$ cat config.mk
export PLATFORM = sky130hd
export DESIGN_NAME = mc_ctrl_fsm
export DESIGN_NICKNAME = d
export VERILOG_FILES = /design/src/rtl/mc_ctrl_fsm.sv
export SDC_FILE = /design/constraint.sdc
export NUM_CORES = 1
export LEC_CHECK = 0
export ABC_CLOCK_PERIOD_IN_PS = 3000
export BUFFER_PORTS_ARGS = -buffer_cell sky130_fd_sc_hd__buf_4
export CORE_UTILIZATION = 55
export CTS_BUF_LIST = sky130_fd_sc_hd__clkbuf_8
export DETAILED_ROUTE_END_ITERATION = 16
export PLACE_DENSITY_LB_ADDON = 0.05
export SETUP_SLACK_MARGIN = 0.3
export SKIP_CTS_REPAIR_TIMING = 1
export SLEW_MARGIN = 10
export SYNTH_ARGS = -nofsm -noshare
export SYNTH_HDL_FRONTEND = slang
export SYNTH_SLANG_ARGS = --single-unit
$ cat constraint.sdc
create_clock -name clk -period 3 [get_ports clk]
set_clock_uncertainty 0.1 [all_clocks]
set_input_delay 0.15 -clock clk [delete_from_list [all_inputs] [get_ports clk]]
set_output_delay 0.15 -clock clk [all_outputs]
set_load 0.01 [all_outputs]
$ cat src/rtl/mc_ctrl_fsm.sv
// Multicycle control sequencer for the MIPS-subset datapath (FETCH..WB, memory wait/timeout).
// Define ZERO_EXT_EN to decode ANDI/ORI as zero-extended logic-immediate instructions.
module mc_ctrl_fsm #(
  parameter int WAIT_MAX = 15,
  parameter int CNT_W    = 8
) (
  input  logic       clk,
  input  logic       rst,
  input  logic [5:0] opcode,
  input  logic       zero,
  input  logic       mem_ready,
  output logic       pc_write,
  output logic       pc_write_cond,
  output logic       i_or_d,
  output logic       mem_read,
  output logic       mem_write,
  output logic       ir_write,
  output logic       reg_dst,
  output logic       mem_to_reg,
  output logic       reg_write,
  output logic       alu_src_a,
  output logic [1:0] alu_src_b,
  output logic [1:0] alu_op,
  output logic [1:0] pc_source,
  output logic       ext_zero,
  output logic       illegal,
  output logic       mem_err,
  output logic [3:0] state_out
);

  typedef enum logic [3:0] {
    S_FETCH  = 4'd0,
    S_DECODE = 4'd1,
    S_MADDR  = 4'd2,
    S_MRD    = 4'd3,
    S_MWB    = 4'd4,
    S_MWR    = 4'd5,
    S_EXEC   = 4'd6,
    S_RWB    = 4'd7,
    S_BRANCH = 4'd8,
    S_JUMP   = 4'd9,
    S_IEXEC  = 4'd10,
    S_IWB    = 4'd11
  } state_t;

  localparam logic [5:0] OP_RTYPE = 6'b000000;
  localparam logic [5:0] OP_LW    = 6'b100011;
  localparam logic [5:0] OP_SW    = 6'b101011;
  localparam logic [5:0] OP_BEQ   = 6'b000100;
  localparam logic [5:0] OP_J     = 6'b000010;
  localparam logic [5:0] OP_ADDI  = 6'b001000;
  localparam logic [5:0] OP_ANDI  = 6'b001100;
  localparam logic [5:0] OP_ORI   = 6'b001101;

  state_t           state, state_next;
  logic [CNT_W-1:0] wait_cnt, wait_cnt_next;
  logic             mem_state, timeout, logic_imm;
  logic             unused;

  // zero is gated with pc_write_cond inside the datapath, not in the sequencer
  assign unused = zero;

`ifdef ZERO_EXT_EN
  assign logic_imm = (opcode == OP_ANDI) || (opcode == OP_ORI);
`else
  assign logic_imm = 1'b0;
`endif

  assign mem_state = (state == S_FETCH) || (state == S_MRD) || (state == S_MWR);
  assign timeout   = mem_state && !mem_ready && (wait_cnt == CNT_W'(WAIT_MAX - 1));

  always_ff @(posedge clk) begin
    if (rst) begin
      state    <= S_FETCH;
      wait_cnt <= '0;
    end else begin
      state    <= state_next;
      wait_cnt <= wait_cnt_next;
    end
  end

  // Counter only runs while a memory state is stalled; any exit or completion clears it
  always_comb begin
    state_next    = state;
    wait_cnt_next = (mem_state && !mem_ready && !timeout) ? wait_cnt + CNT_W'(1) : '0;
    case (state)
      S_FETCH:  if (mem_ready) state_next = S_DECODE;
                else if (timeout) state_next = S_FETCH;
      S_DECODE: begin
        if (opcode == OP_RTYPE)                       state_next = S_EXEC;
        else if (opcode == OP_LW || opcode == OP_SW)  state_next = S_MADDR;
        else if (opcode == OP_BEQ)                    state_next = S_BRANCH;
        else if (opcode == OP_J)                      state_next = S_JUMP;
        else if (opcode == OP_ADDI || logic_imm)      state_next = S_IEXEC;
        else                                          state_next = S_FETCH;
      end
      S_MADDR:  state_next = (opcode == OP_LW) ? S_MRD : S_MWR;
      S_MRD:    if (mem_ready) state_next = S_MWB;
                else if (timeout) state_next = S_FETCH;
      S_MWR:    if (mem_ready || timeout) state_next = S_FETCH;
      S_EXEC:   state_next = S_RWB;
      S_IEXEC:  state_next = S_IWB;
      default:  state_next = S_FETCH;
    endcase
  end

  always_comb begin
    pc_write      = 1'b0;
    pc_write_cond = 1'b0;
    i_or_d        = 1'b0;
    mem_read      = 1'b0;
    mem_write     = 1'b0;
    ir_write      = 1'b0;
    reg_dst       = 1'b0;
    mem_to_reg    = 1'b0;
    reg_write     = 1'b0;
    alu_src_a     = 1'b0;
    alu_src_b     = 2'b00;
    alu_op        = 2'b00;
    pc_source     = 2'b00;
    ext_zero      = 1'b0;
    illegal       = 1'b0;
    mem_err       = 1'b0;
    state_out     = 4'd0;
    if (!rst) begin
      state_out = state;
      mem_err   = timeout;
      case (state)
        S_FETCH: begin
          mem_read  = 1'b1;
          alu_src_b = 2'b01;
          ir_write  = mem_ready;
          pc_write  = mem_ready;
        end
        S_DECODE: begin
          alu_src_b = 2'b11;
          ext_zero  = logic_imm;
          illegal   = (state_next == S_FETCH);
        end
        S_MADDR: begin
          alu_src_a = 1'b1;
          alu_src_b = 2'b10;
        end
        S_MRD: begin
          mem_read = 1'b1;
          i_or_d   = 1'b1;
        end
        S_MWB: begin
          reg_write  = 1'b1;
          mem_to_reg = 1'b1;
        end
        S_MWR: begin
          mem_write = 1'b1;
          i_or_d    = 1'b1;
        end
        S_EXEC: begin
          alu_src_a = 1'b1;
          alu_op    = 2'b10;
        end
        S_RWB: begin
          reg_write = 1'b1;
          reg_dst   = 1'b1;
        end
        S_BRANCH: begin
          alu_src_a     = 1'b1;
          alu_op        = 2'b01;
          pc_write_cond = 1'b1;
          pc_source     = 2'b01;
        end
        S_JUMP: begin
          pc_write  = 1'b1;
          pc_source = 2'b10;
        end
        S_IEXEC: begin
          alu_src_a = 1'b1;
          alu_src_b = 2'b10;
          alu_op    = logic_imm ? 2'b11 : 2'b00;
          ext_zero  = logic_imm;
        end
        S_IWB: begin
          reg_write = 1'b1;
          ext_zero  = logic_imm;
        end
        default: ;
      endcase
    end
  end

endmodule
* Yosys cells after proc, flatten, opt, wreduce, memory -nomap -nowiden
Index checks and enable logic that the tools add are counted.
W data, S select, Z words.
** Storage, ports and cells
- Bits in registers :: 12
- Bits in latches :: 0
- Bits in writable memories :: 0
- ROM bits :: 0
- Input bits :: 10
- Output and inout port bits :: 23
- Word-level logic and storage cells :: 80
- Memories kept :: 0
** Operators by class
- $add $sub $neg :: 1
- Multiply operators :: 0
- Div/mod/pow operators :: 0
- Magnitude comparators :: 0
- Equality and inequality tests :: 17
- Shift operators :: 0
- Multiplexer cells :: 41
- Bitwise gates (word level) :: 1
- Reduce and logical (&&, ||, !) cells :: 18
** Operators with widths (number)
- $mux W4 :: 10
- $pmux W4 S7 :: 1
- $mux W1 :: 22
- $eq A4 B3 Y1 const B :: 4
- $eq A4 B4 Y1 const B :: 4
- $eq A6 B6 Y1 const B :: 2
- $add A8 B1 Y8 const B :: 1
- $eq A4 B2 Y1 const B :: 2
- $eq A8 B4 Y1 const B :: 1
- $logic_not A4 Y1 :: 2
- $pmux W2 S2 :: 2
- $reduce_or A2 Y1 :: 4
- $eq A6 B2 Y1 const B :: 1
- $eq A6 B3 Y1 const B :: 1
- $eq A6 B4 Y1 const B :: 1
- $logic_not A6 Y1 :: 1
- $mux W2 :: 3
- $pmux W2 S3 :: 1
- $eq A4 B1 Y1 const B :: 1
- $logic_or A1 B1 Y1 :: 4
- $reduce_or A4 Y1 :: 1
- $logic_and A1 B1 Y1 :: 3
- $mux W3 :: 1
- $reduce_or A3 Y1 :: 1
- 3 further kinds :: 4

* Longest topological paths before layout
- Depth in word-level cells :: 11
- Depth in mapped cells :: 5
- Mapped depth without buffers :: 5

* Worst setup path before layout
No wires, ideal clock.
- Path type :: register to output
- Start point :: register state[3]
- End point :: output pc_write
- Arrival time :: 1.362 ns
- Data required time :: 2.750 ns
- Slack :: 1.388 ns
- Stages on the path, launching flop included :: 5
- Path buffers :: 1
- Path through :: dfxtp_1 > buf_2 > or3_1 > nor4_2 > or2_2
** On the way
- Longest elaborated chain between the ends :: 3
- Elaborated cells between the ends (all ways) :: 4
- Those cells by class :: eq/ne (1); mux (2); reduce/logical (1)
** Ends and longest elaborated chain
- start: declaration :: RTL line 55 : state_t state, state_next;
- start signal: assignment :: RTL line 77 : state <= state_next;
- $eq A4 B4 Y1 or $logic_not A4 Y1 (tied branches) :: RTL line 128 : case (state)
- $pmux W1 S2 (*) :: RTL line 128
- $mux W1 (*) :: RTL line 125 : if (!rst) begin
- end: declaration :: RTL line 12 : output logic pc_write,
Mark *: on every way between the ends. The rest lies on a longest branch, timed or not.

* Worst setup path after layout
- Start point :: register state[1]
- End point :: output illegal
** On the way
- Longest elaborated chain between the ends :: 11
- Elaborated cells between the ends (all ways) :: 20
- Those cells by class :: eq/ne (6); mux (7); reduce/logical (7)
** Ends and longest elaborated chain
- $eq A4 B2 Y1 or $logic_not A4 Y1 (tied branches) :: RTL line 69, 86
- $logic_or A1 B1 Y1 (2 in series) :: RTL line 69 : assign mem_state = (state == S_FETCH) || (state == S_MRD) || (state == S_MWR);
- $logic_and A1 B1 Y1 (2 in series) :: RTL line 70 : assign timeout = mem_state && !mem_ready && (wait_cnt == CNT_W'(WAIT_MAX - 1));
- $mux W4 or $logic_or A1 B1 Y1 (tied branches) :: RTL line 88, 99, 100
- $mux W4 (on tied branches) :: RTL line 98, 100, 87
- $pmux W4 S7 :: RTL line 86 : case (state)
- $logic_not A4 Y1 :: RTL line 138 : illegal = (state_next == S_FETCH);
- $mux W1 (*) :: RTL line 128
- $mux W1 (*) :: RTL line 125
- end: declaration :: RTL line 26 : output logic illegal,
Marked as above.

==> summary.txt <==
Synth
  • Post-synth design cell area: 923 sq um
  • Seq/Total Area, Yosys: a little over a quarter
  • Net Count, Synth: about 140
  • Post-synthesis register bit count: 12
  • Post-synth top flop: dfxtp_1
  • FFs w/ async S/R, synth: 0%
  • Synth Instances: about 120
  • Synth top area cells: dfxtp_1 26%, nor2_1 9.3%, xor2_1 7.6%, nor3_1 4.3%, nor2b_1 4.1%
  • Synth area leader: dfxtp_1
  • Synth Area per Inst: about 7.4 sq um
  • Unique masters post-synth: 40
  • EDFF count, synth: 0
  • Synth top area share: 26.0%
  • Yosys warning count: 0

Clocking
  • CTS tree: done
  • # H-tree levels: 1
  • CTS Sinks: 12
  • Num CTS Buffers: 3
  • CTS Buffer Depth: 2
  • Clk slew on worst S/H paths: ~0.05 ns
  • Root Driver: clkbuf_8
  • Worst-skew pair later-pin latency: between 0.2 and 0.25 ns

Run status
  • Run status: completed

Critical path
  • CP top delay family: simple AND/OR/NAND/NOR gates
  • CP Launch Type: register
  • Slowest CP cell: dfxtp_1
  • Critical Path AT: 1.93 ns
  • CP Class: register to primary output
  • Crit. End Element: primary output
  • Reg2reg start: state[2]
  • Crit-path max FO: 15
  • Data required, critical path: between 2 and 3 ns
  • Register-to-Register Setup Slack: around 1.2 ns
  • CP bufs+invs: 1
  • Crit path from: state[1]
  • Crit path largest cell delay: 0.61 ns
  • Worst path cell trace: nand2b_1 -> nor4_2 -> a32o_1 -> nor4b_2 -> buf_4

Final layout
  • Layout area overhead: 27.0%
  • Final std cells w/o fill: approximately 170
  • Design area: 1170 sq um
  • Most frequent cells in the layout: 30 x buf_4, 23 x nor2_1, 12 x dfxtp_1
  • Multi-input gate area: roughly 620 sq um
  • Layout cells sized above 1: 27.5%
  • ANT cells: 0
  • Layout Utilization: between 70 and 80%
  • # fillers: ~140
  • Register Area: between 200 and 250 sq um
  • Nets@finish: around 160
  • Most common cell after layout, fill and taps aside: buf_4

Routing
  • DRC viols: 0
  • Total Wirelength: around 2000 um
  • Wire per inst: 12.1 um
  • DRT Pass-1 Iters: 4
  • Via count: 963
  • Via density: 5.84
  • ANT nets after route: 0
  • Iter 0 DRT Violations: 29

Placed design
  • DPL Wire Length: roughly 1500 um
  • Post-DP Area: between 1000 and 1500 sq um
  • Port Buffers: 30
  • Placed Instances: ~160
  • Place WS: 1.08 ns
  • Gpl congestion: roughly 0.8

Global routing
  • GRT overflow: 0
  • Antenna violations before repair: 0
  • Number of global-route vias before repair: 758
  • Largest net degree at the start of global routing: 21
  • First-pass GRT wire length: about 3300 um
  • GRT Total Usage: between 20 and 25%

STA
  • Tmin final: about 2.2 ns
  • Endpoints failing setup: 0
  • RSZ-0062 raised after global routing: no
  • Final Hold Vio Count: 0
  • Fmax: around 460 MHz
  • Fin. max-slew vios: 0
  • Worst slew pin tran: roughly 0.66 ns
  • WHS: about 0.086 ns
  • Setup tns final: 0 ns
  • Final Worst Setup Slack: between 0.8 and 0.9 ns
  • Worst rel slew slack: a little under three fifths
  • Final period utilization: ~73%

Die
  • Initial Util: around 60%
  • Floorplan row count: 14
  • Io pins: 33
  • Die width: roughly 43 um
  • Die Area: roughly 1800 sq um
  • DIE HEIGHT: between 40 and 50 um
  • Core footprint: between 1500 and 2000 sq um

Flow run
  • Max-cap violations: 0

Power
  • Comb pwr share: ~14%
  • Total power: just under 400 uW
  • P_int: roughly 300 uW
  • Sw Share: a little under a quarter
  • Flop pwr share: 42.6%
  • P_leak: slightly above 0.5 nW
  • Power density over the cells: about 340 nW/um^2
  • Sw power: between 90 and 100 uW
  • Clock power frac: 43.6%
  • Max IR drop VDD: between 0.0003 and 0.0004 V

Min path
  • Hold Path Class: primary input to register
  • Hold_sp: rst
-- worst reg2reg max path, stage by stage, from the launching register on --
cell and delay [ns]:
dfxtp_1 0.74, nand3b_1 0.21, o21ai_0 0.15, nand4_1 0.31, nor2_1 0.19
-- state kept, by name, summed over array words and instances, names as in the netlist --
| name | count |
|---|---|
| wait_cnt | 8 |
| state | 4 |
-- power by group through the flow --
| stage | registers (mW) | logic [mW] | clock network, mW |
|---|---|---|---|
| 2_1_floorplan | 0.167 | 0.0335 | 0 |
| 3_3_place_gp | 0.171 | 0.0531 | 0 |
| 3_5_place_dp | 0.171 | 0.0545 | 0 |
| 4_1_cts | 0.168 | 0.0546 | 0.174 |
| 5_1_grt | 0.168 | 0.0599 | 0.182 |
| 6_report | 0.168 | 0.0544 | 0.171 |
-- final cells by class --
type | instances | share of cell area (%)
sequential | 12 | 20.5
multi-input combinational | 100 | 52.9
tap | 16 | 1.71
inverter | 3 | 0.961
clock buffer | 4 | 4.70
timing repair buffer | 30 | 19.2
-- path summary, 6_finish.rpt --
kind,end,cells after the start
min,state[1],2
min reg2reg,wait_cnt[0],1
max reg2reg,wait_cnt[4],4
max,illegal,5
-- cell families (layout without fill, tap and decap cells) --
group,after synthesis,after routing,share of synthesized area [%]
AND/OR/NAND/NOR,72,72,43.2
AO/OA/AOI/OAI,15,15,11.4
flip-flops,12,12,26.0
buffers and inverters,12,37,6.77
XOR/XNOR,10,10,9.49
adder cells (fa/ha/maj),2,2,2.71
other,1,1,0.406
-- cells in the mapped netlist (all sizes together), types with 2 or more instances --
| master | instances |
|---|---|
| nor3 | 8 |
| nor2 | 23 |
| nand2b | 4 |
| xor2 | 8 |
| o21ai | 4 |
| ha | 2 |
| xnor2 | 2 |
| nand2 | 7 |
| or3 | 2 |
| dfxtp | 12 |
| a21oi | 2 |
| and3 | 2 |
| nor2b | 6 |
| nand4 | 3 |
| nor4 | 6 |
| buf | 8 |
| inv | 3 |
| nand3 | 4 |
-- metal layers --
metal | part of all wire (%) | global-route usage, % | routed length [um]
met1 | 45 | 31.3 | 892
met4 | 0 | 5.45 | 0
met5 | 0 | 0 | 0
met3 | 9.3 | 6.38 | 186
met2 | 46 | 36.4 | 925
No activity file was read; power rests on OpenSTA's default activity.
